**config.mk**
```make
export PLATFORM = sky130hd
export DESIGN_NAME = lif_array
export DESIGN_NICKNAME = d
export VERILOG_FILES = /design/src/rtl/lif_pkg.sv /design/src/rtl/lif_update.sv /design/src/rtl/lif_array.sv
export SDC_FILE = /design/constraint.sdc
export NUM_CORES = 2
export LEC_CHECK = 0
export CORE_UTILIZATION = 38
export DETAILED_ROUTE_END_ITERATION = 6
export DONT_BUFFER_PORTS = 1
export HOLD_SLACK_MARGIN = 0.03
export SLEW_MARGIN = 5
export SYNTH_ARGS = -nofsm -noshare
export SYNTH_HDL_FRONTEND = slang
export SYNTH_HIERARCHICAL = 1
export SYNTH_SLANG_ARGS = --single-unit
export TNS_END_PERCENT = 10
```
**constraint.sdc**
```tcl
create_clock -name clk -period 31 [get_ports clk]
set_input_delay 3.1 -clock clk [delete_from_list [all_inputs] [get_ports clk]]
set_output_delay 3.1 -clock clk [all_outputs]
set_load 0.005 [all_outputs]
```
**src/rtl/lif_pkg.sv**
```systemverilog
// Shared types and helpers for the leaky integrate-and-fire neuron array:
// sweep FSM encoding, signed saturation and minimum-one width calculation.
package lif_pkg;

  typedef enum logic {
    ST_IDLE  = 1'b0,
    ST_SWEEP = 1'b1
  } lif_state_e;

  // Width of an index or counter, never less than one bit.
  function automatic int clog2_min1(input int n);
    int r;
    r = $clog2(n);
    return (r < 1) ? 1 : r;
  endfunction

  // Clamp a wide signed value into the range of a w-bit signed number.
  function automatic logic signed [63:0] saturate(input logic signed [63:0] x,
                                                  input int w);
    logic signed [63:0] hi;
    logic signed [63:0] lo;
    hi = (64'sd1 <<< (w - 1)) - 64'sd1;
    lo = -(64'sd1 <<< (w - 1));
    if (x > hi) return hi;
    if (x < lo) return lo;
    return x;
  endfunction

endpackage

```
**src/rtl/lif_update.sv**
```systemverilog
// Combinational single-neuron step: leak, integrate, threshold and refractory.
// One instance is time-shared across every neuron of the array.
module lif_update
  import lif_pkg::*;
#(
  parameter int WIDTH      = 16,
  parameter int V_THRESH   = 16384,
  parameter int LEAK_SHIFT = 4,
  parameter int REFRACTORY = 10,
  parameter int RESET_MODE = 0,
  parameter int RW         = 4
) (
  input  logic signed [WIDTH-1:0] v_i,
  input  logic signed [WIDTH-1:0] acc_i,
  input  logic        [RW-1:0]    rc_i,
  output logic signed [WIDTH-1:0] v_o,
  output logic        [RW-1:0]    rc_o,
  output logic                    spike_o
);

  localparam int LS = (LEAK_SHIFT < 1)         ? 1 :
                      (LEAK_SHIFT > WIDTH - 1) ? WIDTH - 1 : LEAK_SHIFT;
  localparam logic signed [WIDTH-1:0] THR = WIDTH'(V_THRESH);

  logic signed [WIDTH+1:0] v_ext;
  logic signed [WIDTH+1:0] acc_ext;
  logic signed [WIDTH+1:0] sum;
  logic signed [63:0]      vn_wide;
  logic signed [WIDTH-1:0] vn;

  always_comb begin
    v_ext   = (WIDTH+2)'(v_i);
    acc_ext = (WIDTH+2)'(acc_i);
    // Two guard bits keep V + ACC - leak exact before clamping.
    sum     = v_ext + acc_ext - (v_ext >>> LS);
    vn_wide = saturate(64'(sum), WIDTH);
    vn      = vn_wide[WIDTH-1:0];

    v_o     = v_i;
    rc_o    = rc_i;
    spike_o = 1'b0;
    if (rc_i != '0) begin
      rc_o = rc_i - RW'(1);
    end else if (vn >= THR) begin
      spike_o = 1'b1;
      rc_o    = RW'(REFRACTORY);
      v_o     = (RESET_MODE == 1) ? (vn - THR) : '0;
    end else begin
      v_o = vn;
    end
  end

endmodule

```
**src/rtl/lif_array.sv**
```systemverilog
// Array of LIF neurons: events accumulate while idle, and each tick launches
// one sequential sweep that updates every neuron through a shared datapath.
module lif_array
  import lif_pkg::*;
#(
  parameter int N_NEURONS  = 16,
  parameter int WIDTH      = 16,
  parameter int V_THRESH   = 16384,
  parameter int LEAK_SHIFT = 4,
  parameter int REFRACTORY = 10,
  parameter int RESET_MODE = 0,
  localparam int IDX_W     = clog2_min1(N_NEURONS),
  localparam int RW        = clog2_min1(REFRACTORY + 1)
) (
  input  logic                    clk,
  input  logic                    rst,
  // Event handshake: an event transfers in any cycle where in_valid and
  // in_ready are both high; in_ready is high exactly while no sweep runs.
  input  logic                    in_valid,
  output logic                    in_ready,
  input  logic [IDX_W-1:0]        in_idx,
  input  logic signed [WIDTH-1:0] in_weight,
  input  logic                    tick,
  output logic                    busy,
  output logic                    sweep_done,
  output logic                    spike_valid,
  output logic [IDX_W-1:0]        spike_idx,
  output logic                    upd_valid,
  output logic [IDX_W-1:0]        upd_idx,
  output logic signed [WIDTH-1:0] upd_v
);

  lif_state_e state_q, state_d;
  logic [IDX_W-1:0] cnt_q, cnt_d;

  logic signed [WIDTH-1:0] v_q   [N_NEURONS];
  logic signed [WIDTH-1:0] acc_q [N_NEURONS];
  logic        [RW-1:0]    rc_q  [N_NEURONS];

  logic signed [WIDTH-1:0] v_new;
  logic        [RW-1:0]    rc_new;
  logic                    spike_new;

  logic                    sweep_last;
  logic                    accept;
  logic [31:0]             idx_ext;
  logic signed [WIDTH:0]   acc_sum;
  logic signed [63:0]      acc_wide;
  logic signed [WIDTH-1:0] acc_sat;

  logic                    upd_valid_q, upd_valid_d;
  logic [IDX_W-1:0]        upd_idx_q, upd_idx_d;
  logic signed [WIDTH-1:0] upd_v_q, upd_v_d;
  logic                    spike_valid_q, spike_valid_d;
  logic [IDX_W-1:0]        spike_idx_q, spike_idx_d;
  logic                    sweep_done_q, sweep_done_d;

  lif_update #(
    .WIDTH      (WIDTH),
    .V_THRESH   (V_THRESH),
    .LEAK_SHIFT (LEAK_SHIFT),
    .REFRACTORY (REFRACTORY),
    .RESET_MODE (RESET_MODE),
    .RW         (RW)
  ) u_update (
    .v_i     (v_q[cnt_q]),
    .acc_i   (acc_q[cnt_q]),
    .rc_i    (rc_q[cnt_q]),
    .v_o     (v_new),
    .rc_o    (rc_new),
    .spike_o (spike_new)
  );

  assign in_ready = (state_q == ST_IDLE);
  assign busy     = (state_q == ST_SWEEP);
  assign accept   = in_valid && in_ready;

  always_comb begin
    idx_ext  = 32'(in_idx);
    acc_sum  = (WIDTH+1)'(acc_q[in_idx]) + (WIDTH+1)'(in_weight);
    acc_wide = saturate(64'(acc_sum), WIDTH);
    acc_sat  = acc_wide[WIDTH-1:0];
  end

  always_comb begin
    state_d       = state_q;
    cnt_d         = cnt_q;
    sweep_last    = (cnt_q == IDX_W'(N_NEURONS - 1));
    upd_valid_d   = 1'b0;
    upd_idx_d     = upd_idx_q;
    upd_v_d       = upd_v_q;
    spike_valid_d = 1'b0;
    spike_idx_d   = spike_idx_q;
    sweep_done_d  = 1'b0;
    case (state_q)
      ST_IDLE: begin
        if (tick) begin
          state_d = ST_SWEEP;
          cnt_d   = '0;
        end
      end
      ST_SWEEP: begin
        upd_valid_d = 1'b1;
        upd_idx_d   = cnt_q;
        upd_v_d     = v_new;
        if (spike_new) begin
          spike_valid_d = 1'b1;
          spike_idx_d   = cnt_q;
        end
        cnt_d = cnt_q + IDX_W'(1);
        if (sweep_last) begin
          state_d      = ST_IDLE;
          cnt_d        = '0;
          sweep_done_d = 1'b1;
        end
      end
      default: state_d = ST_IDLE;
    endcase
  end

  always_ff @(posedge clk or posedge rst) begin
    if (rst) begin
      state_q       <= ST_IDLE;
      cnt_q         <= '0;
      upd_valid_q   <= 1'b0;
      upd_idx_q     <= '0;
      upd_v_q       <= '0;
      spike_valid_q <= 1'b0;
      spike_idx_q   <= '0;
      sweep_done_q  <= 1'b0;
    end else begin
      state_q       <= state_d;
      cnt_q         <= cnt_d;
      upd_valid_q   <= upd_valid_d;
      upd_idx_q     <= upd_idx_d;
      upd_v_q       <= upd_v_d;
      spike_valid_q <= spike_valid_d;
      spike_idx_q   <= spike_idx_d;
      sweep_done_q  <= sweep_done_d;
    end
  end

  // Sweep writes and event accumulation never overlap: events only land in IDLE.
  always_ff @(posedge clk or posedge rst) begin
    if (rst) begin
      for (int i = 0; i < N_NEURONS; i++) begin
        v_q[i]   <= '0;
        acc_q[i] <= '0;
        rc_q[i]  <= '0;
      end
    end else if (state_q == ST_SWEEP) begin
      v_q[cnt_q]   <= v_new;
      rc_q[cnt_q]  <= rc_new;
      acc_q[cnt_q] <= '0;
    end else if (accept && (idx_ext < 32'(N_NEURONS))) begin
      acc_q[in_idx] <= acc_sat;
    end
  end

  assign upd_valid   = upd_valid_q;
  assign upd_idx     = upd_idx_q;
  assign upd_v       = upd_v_q;
  assign spike_valid = spike_valid_q;
  assign spike_idx   = spike_idx_q;
  assign sweep_done  = sweep_done_q;

endmodule

```
==> Word level (Yosys, flattened, before mapping) <==
Index checks and enable logic that the tools add are counted.
{ "classes": {"n_addsub": 5, "order_cmp": 10, "n_eq_ne": 2, "mux": 54, "bitwise": 5, "reduce_logical": 7} }
{ "op_table": {"columns": ["cell", "count"], "rows": [
  ["256-bit bitwise mux", 2],
  ["256-bit 2-to-1 mux", 2],
  ["16-bit 2-to-1 mux", 18],
  ["256-bit AND", 1],
  ["256-bit NOT", 1],
  ["16-bit binary-select mux with 4-bit select", 3],
  ["16-bit demux with 4-bit select", 2],
  ["64-bit bitwise mux", 1],
  ["16-bit by 16-bit adder with 17-bit output", 2],
  ["4-bit 2-to-1 mux", 7],
  ["18-bit by 16-bit > comparator with 1-bit output (second input constant)", 1],
  ["18-bit by 16-bit less-than comparator with 1-bit output (second input constant)", 1],
  ["17-bit by 12-bit subtractor with 18-bit output", 1],
  ["17-bit by 16-bit > comparator with 1-bit output (second input constant)", 1],
  ["17-bit by 16-bit less-than comparator with 1-bit output (second input constant)", 1],
  ["4-bit binary-select mux with 4-bit select", 1],
  ["4-bit demux with 4-bit select", 1],
  ["16-bit >= comparator (second input constant)", 1],
  ["1-bit 2-to-1 mux", 15],
  ["5-bit >= comparator (second input constant)", 2],
  ["5-bit by 1-bit less-than comparator with 1-bit output (second input constant)", 2],
  ["4-bit NOT with 5-bit output", 2],
  ["4-bit one-hot mux with 2 select lines", 1],
  ["4-bit by 5-bit less-than comparator with 1-bit output (second input constant)", 1],
  ["other kinds (10)", 13]
]} }
{ "totals": {"reg_bits": 608, "inputBits": 24, "output_inout_bits": 29} }

==> Depth between registers and ports, before layout <==
{ "logic_depth": {"depth_word": 16, "ltp_mapped": 21} }

==> Cells and area by module <==
The synthesis kept the hierarchy.
{ "by_module_without_submodules": {"columns": ["mod", "instances", "cells_per_inst", "area_per_inst_um2", "seq_area_each_um2"], "rows": [
  ["lif_array", 1, 2083, 29692.2, 15214.6],
  ["lif_update", 1, 243, 1644.1, 0.0]
]} }

==> Worst setup path after synthesis <==
OpenSTA, ideal clock, no wires.
{ "synth_timing": {"path_kind": "input to register", "from": "in in_idx[1]", "to": "reg acc_q[133] (netlist bit)", "t_arrival_ps": 7608, "required_ps": 30879, "path_slack_ps": 23271, "stages": 17, "n_path_buf": 6, "cell_sequence": "clkbuf_1 > buf_1 > clkbuf_1 > mux4_2 > mux4_2 > ha_1 > fa_1 > a21o_1 > a21oi_1 > o311a_1 > o32a_1 > buf_2 > o21ai_4 > buf_4 > buf_4 > a21o_2 > a22o_1"} }
{ "synth_between": {"elab_chain_len": 13} }
{ "synth_rtl": {"columns": ["element", "line_no", "text"], "rows": [
  ["start, declared", "lif_array.sv:21", "input logic [IDX_W-1:0] in_idx,"],
  ["4-bit NOT with 5-bit output (implied by the code)", "lif_array.sv:80, lif_array.sv:156", null],
  ["16-bit binary-select mux with 4-bit select", "lif_array.sv:80", "acc_sum = (WIDTH+1)'(acc_q[in_idx]) + (WIDTH+1)'(in_weight);"],
  ["16-bit 2-to-1 mux (implied by the code) (2 in series)", "lif_array.sv:80", null],
  ["16-bit by 16-bit adder with 17-bit output", "lif_array.sv:80", null],
  ["17-bit by 16-bit less-than comparator with 1-bit output", "lif_pkg.sv:25", "if (x < lo) return lo;"],
  ["1-bit 2-to-1 mux (2 in series)", "lif_pkg.sv:25", null],
  ["16-bit 2-to-1 mux", "lif_pkg.sv:26", "return x;"],
  ["16-bit 2-to-1 mux", "lif_pkg.sv:25", null],
  ["256-bit bitwise mux", "lif_array.sv:156", "acc_q[in_idx] <= acc_sat;"],
  ["256-bit 2-to-1 mux", "lif_array.sv:155", "end else if (accept && (idx_ext < 32'(N_NEURONS))) begin"],
  ["256-bit 2-to-1 mux", "lif_array.sv:151", "end else if (state_q == ST_SWEEP) begin"],
  ["end signal, assigned by index", "lif_array.sv:156", null],
  ["end, declared", "lif_array.sv:37", "logic signed [WIDTH-1:0] acc_q [N_NEURONS];"]
]} }
Several ways; a longest one is shown, not always the timed one. The select of a mux whose other input is x is not followed.
A chain may end at the register's enable or synchronous reset.

==> Final worst setup path <==
{ "layout_timing": {"from": "reg cnt_q[0]", "to": "reg v_q[5] (netlist bit)"} }
{ "layout_between": {"elab_chain_len": 15} }
{ "layout_rtl": {"columns": ["element", "line_no", "text"], "rows": [
  ["start, declared", "lif_array.sv:34", "logic [IDX_W-1:0] cnt_q, cnt_d;"],
  ["start signal, assigned", "lif_array.sv:133", "cnt_q <= cnt_d;"],
  ["4-bit NOT with 5-bit output (implied by the code) (*)", "lif_array.sv:66, lif_array.sv:67, lif_array.sv:68", null],
  ["16-bit binary-select mux with 4-bit select, on equally long branches", "lif_array.sv:66, lif_array.sv:67", null],
  ["16-bit 2-to-1 mux, on equally long branches (2 in series)", "lif_array.sv:66, lif_array.sv:67", null],
  ["16-bit by 16-bit adder with 17-bit output", "lif_update.sv:35", "sum = v_ext + acc_ext - (v_ext >>> LS);"],
  ["17-bit by 12-bit subtractor with 18-bit output", "lif_update.sv:35", null],
  ["18-bit by 16-bit less-than comparator with 1-bit output", "lif_pkg.sv:25", null],
  ["1-bit 2-to-1 mux (2 in series)", "lif_pkg.sv:25", null],
  ["16-bit 2-to-1 mux", "lif_pkg.sv:26", null],
  ["16-bit 2-to-1 mux", "lif_pkg.sv:25", null],
  ["16-bit >= comparator", "lif_update.sv:44", "end else if (vn >= THR) begin"],
  ["16-bit 2-to-1 mux", "lif_update.sv:44", null],
  ["16-bit 2-to-1 mux (*)", "lif_update.sv:42", "if (rc_i != '0) begin"],
  ["named net v_new[5]", "lif_array.sv:40", "logic signed [WIDTH-1:0] v_new;"],
  ["256-bit bitwise mux (*)", "lif_array.sv:152", "v_q[cnt_q] <= v_new;"],
  ["end signal, assigned by index", "lif_array.sv:152", null],
  ["end, declared", "lif_array.sv:36", "logic signed [WIDTH-1:0] v_q [N_NEURONS];"]
]} }
Mark *: on every way through the listed nets, which the timed path passes. The rest lies on a longest branch. The select of a mux whose other input is x is not followed.

==> metrics.md <==
| Metric | Value |
|---|---|
| Status | `completed` |
| Uppermost layer routed | `met4` |
| Met2 Routed Length | `43700 um` |
| Peak VDD IR | `0.000108 V` |
| Count of pins on the block boundary | `53` |
| CP startpoint kind | `flop` |
| TritonCTS clock tree | `done` |
| Met3 wire length | `6950 um` |
| Final period utilization | `0.259` |
| Number of slew-limit violations in the final report | `0` |
| Maximum number of pins on one net before global-route repair | `187` |
| Longest Clk Path Bufs | `3` |
| Unrepaired setup endpoints after global routing | `no` |
| Detailed-placement wirelength estimate | `52900 um` |
| Number of placed instances with taps included | `3222` |
| Distinct cell type count of the synthesized netlist | `71` |
| Post-Route M1 WL | `37800 um` |
| Xor and xnor fraction of the mapped netlist area | `0.00727` |
| YS warnings | `6` |
| Adder-Cell Fraction of Synth Area | `0.0254` |
| Syn Nets | `2404` |
| Final wirelength | `92300 um` |
| Placer's final routability congestion estimate | `0.862` |
| Most used DFF post-synth | `dfrtp_1` |
| Area share of the leading cell type in the synthesized netlist | `0.486` |
| Number of buffers added on ports | `0` |
| F_max | `0.125 GHz` |
| Mapped cell area | `31300 sq um` |
| Number of setup violations in the final report | `0` |
| Overall die area | `83600 sq um` |
| Pwr Total | `4090 uW` |
| Routed wirelength normalized by instance count | `27.7 um` |
| Fin cells | `3334` |
| Tightest Pin Transition | `1.30 ns` |
| Simple-gate portion of the synthesized area | `0.0494` |
| Row count | `104` |
| Die Y-Extent | `289 um` |
| Data arrival time of the critical path | `8.54 ns` |
| Synthesized area per cell | `13.5 sq um` |
| Detailed-route vias per instance | `6.21` |
| Clock latency at the later pin of the worst-skew pair | `0.65 ns` |
| Number of iterations in the first detailed-routing pass | `5` |
| Vias in the first global route | `21668` |
| CP Cell Sequence | `buf_4, buf_4, mux4_2, mux4_2, fa_1, inv_1, ha_1, nand2_1, or3_1, a311o_1, nand3_2, a31oi_1, mux2i_2, o22ai_1, mux2_2` |
| Post-route DRC violation count | `0` |
| Root Driver | `clkbuf_16` |
| Category of the most critical setup path | `flop to flop` |
| Register area share after synthesis | `0.486` |
| Skew final | `0.0338 ns` |
| Antenna violations before repair | `1` |
| Post-synthesis mux area share | `0.311` |
| # clock sinks | `608` |
| Slowest cell on the critical path | `dfrtp_4` |
| Number of maximum-capacitance constraint violations | `0` |
| Cell taking the most area after synthesis | `dfrtp_1` |
| Post-Synthesis Cells | `2326` |
| Die span in x | `289 um` |
| Number of instances resized during post-cts repair | `0` |
| Type of the tightest min-delay check | `flop to flop` |
| Maximum net fanout on the critical path | `47` |
| Fraction of registers with async set or reset after synthesis | `1.00` |
| Main area contributors after synthesis | `dfrtp_1 (49%), mux4_2 (19%), mux2_2 (12%)` |
| Number of hold violations in the final report | `0` |
| Floorplan Core Area | `81100 sq um` |
| Post-synthesis register bit count | `608` |
| Crit path capture type | `flop` |
| Lkg Pwr | `0.0150 uW` |
| Tot GR Track Use | `0.224` |
| Number of nets with antenna violations after detailed routing | `0` |
| Layout cells sized above 1 | `0.350` |
| Area growth from synthesis to final layout | `9.59%` |
| Highest cell delay on the worst timing path | `0.91 ns` |
| Launch point of the worst reg-to-reg path | `cnt_q[0]` |
| P per Cell Area | `119 nW/um^2` |
| Quantity of hold-fixing buffers added after cts | `0` |
| TritonCTS buffer count | `61` |
| Total congestion overflow after global routing | `0` |
| Slew Limit Headroom | `0.127` |
| Number of synthesized flops with an enable pin | `0` |
| Launching instance or port of the critical path | `cnt_q[0]` |
| Final critical-path required period | `8.01 ns` |
| Fin nets | `2303` |
| Compound-cell area share of the yosys netlist | `0.0866` |
| Dominant combinational cell family by area after synthesis | `multiplexers` |
| Global-route wire length before repair | `140000 um` |
| H-tree lvl count | `2` |
| Initial Utilization | `0.387` |
| Setup bufs post-CTS | `0` |
| Reg clk slew, reported paths | `0.06 ns` |
| Detailed Route Iter0 Violations | `1753` |
| Fin Setup TNS | `0 ns` |
| Start point of the worst hold path | `acc_q[26]` |
| Share of the core filled with cells in the final layout | `0.424` |
| Required time reported for the critical path endpoint | `31.53 ns` |
| Ant diodes | `0` |
| Via Count | `20709` |
sequential cells by signal, indices dropped and copies added, names as in the netlist:
register and flops:
spike_idx 4, v_q 256, upd_v 16, sweep_done 1, busy 1, upd_valid 1
upd_idx 4, rc_q 64, cnt_q 4, acc_q 256, spike_valid 1
layout by cell type, fill, tap and decap left out, drive strengths merged, types with 4 or more instances in the layout:
| master | instances |
|---|---|
| a21o | 21 |
| a21oi | 68 |
| a22o | 75 |
| a31oi | 5 |
| and2 | 4 |
| buf | 42 |
| clkbuf | 93 |
| clkinv | 13 |
| dfrtp | 608 |
| fa | 16 |
| ha | 38 |
| inv | 74 |
| mux2 | 342 |
| mux4 | 260 |
| nand2 | 105 |
| nand2b | 7 |
| nand3 | 138 |
| nand4 | 8 |
| nor2 | 33 |
| nor2b | 6 |
| nor3 | 10 |
| o211ai | 6 |
| o21a | 4 |
| o21ai | 201 |
| o22ai | 8 |
| o31ai | 11 |
| xnor2 | 15 |
| xor2 | 11 |
cells by family after synthesis:
group	count (synthesis)
fa+ha+maj	54
xor+xnor	26
mux	605
buf+inv	279
flops	608
compound gates	427
simple gates	327
Yosys cell counts (all sizes together) (2+ instances only):
cell and n:
dfrtp 608, mux2 342, mux4 260, o21ai 201
clkbuf 162, nand3 138, nand2 105, a22o 75
inv 73, a21oi 68, buf 42, ha 38
nor2 33, a21o 21, fa 16, xnor2 15
o31ai 11, xor2 11, nor3 10, nand4 8
o22ai 8, nand2b 7, nor2b 6, o211ai 6
a31oi 5, and2 4, o21a 4, a211oi 3
and3 3, mux2i 3, or2 3, or3 3
a2111oi 2, a22oi 2, nand3b 2, o2111ai 2
o21ba 2, o311a 2, o311ai 2, o31a 2
o41ai 2
where the power goes:
group / internal, uW / switching, uW
combinational: 887 / 1260
clock: 435 / 323
sequential: 1020 / 163
total: 2340 / 1750
metrics by stage:
step | worst slack, ns | hold WS [ns] | instance area, sq um
after CTS | 22.97 | 0.499 | 34300
after detailed placement | 23.00 | 0.486 | 32300
after global routing | 22.48 | 0.512 | 34300
after floorplan | 10.88 | 0.394 | 31300
final | 22.99 | 0.497 | 34300
after global placement | 23.08 | 0.474 | 32300
worst max-delay path: cells and delay by family (launching register included):
| family | cells | cell delay [ns] |
|---|---|---|
| muxes | 4 | 2.54 |
| buffers and inverters | 3 | 1.73 |
| AOI/OAI and AO/OA | 3 | 1.15 |
| DFF | 1 | 0.91 |
| adders and majority gates | 2 | 0.91 |
| and+or+nand+nor | 3 | 0.57 |
final timing paths:
check                            end  slack [ns]  cells after the start
setup / recovery              v_q[5]       22.99                     15
max in group asynchronous   upd_v[2]       25.29                      4
setup reg to reg              v_q[5]       22.99                     15
min in group asynchronous   acc_q[2]        2.44                      1
hold reg to reg            acc_q[26]        0.50                      2
hold / removal             acc_q[26]        0.50                      2
layer usage:
layer	track usage	vias up
li1	-	8566
met1	0.298	11101
met2	0.360	842
met3	0.0445	200
met4	0.0908	0
met5	0	-
layout make-up:
| class | count | area, sq um |
|---|---|---|
| repair buffers | 42 | 328 |
| clock buffers | 93 | 1850 |
| fillers | 7265 | 46700 |
| clock inverters | 19 | 205 |
| flip-flops and latches | 608 | 15200 |
| well taps | 1060 | 1330 |
| inverters | 73 | 282 |
| multi-input cells | 1439 | 15100 |
Power figures use the tool's default switching activity.
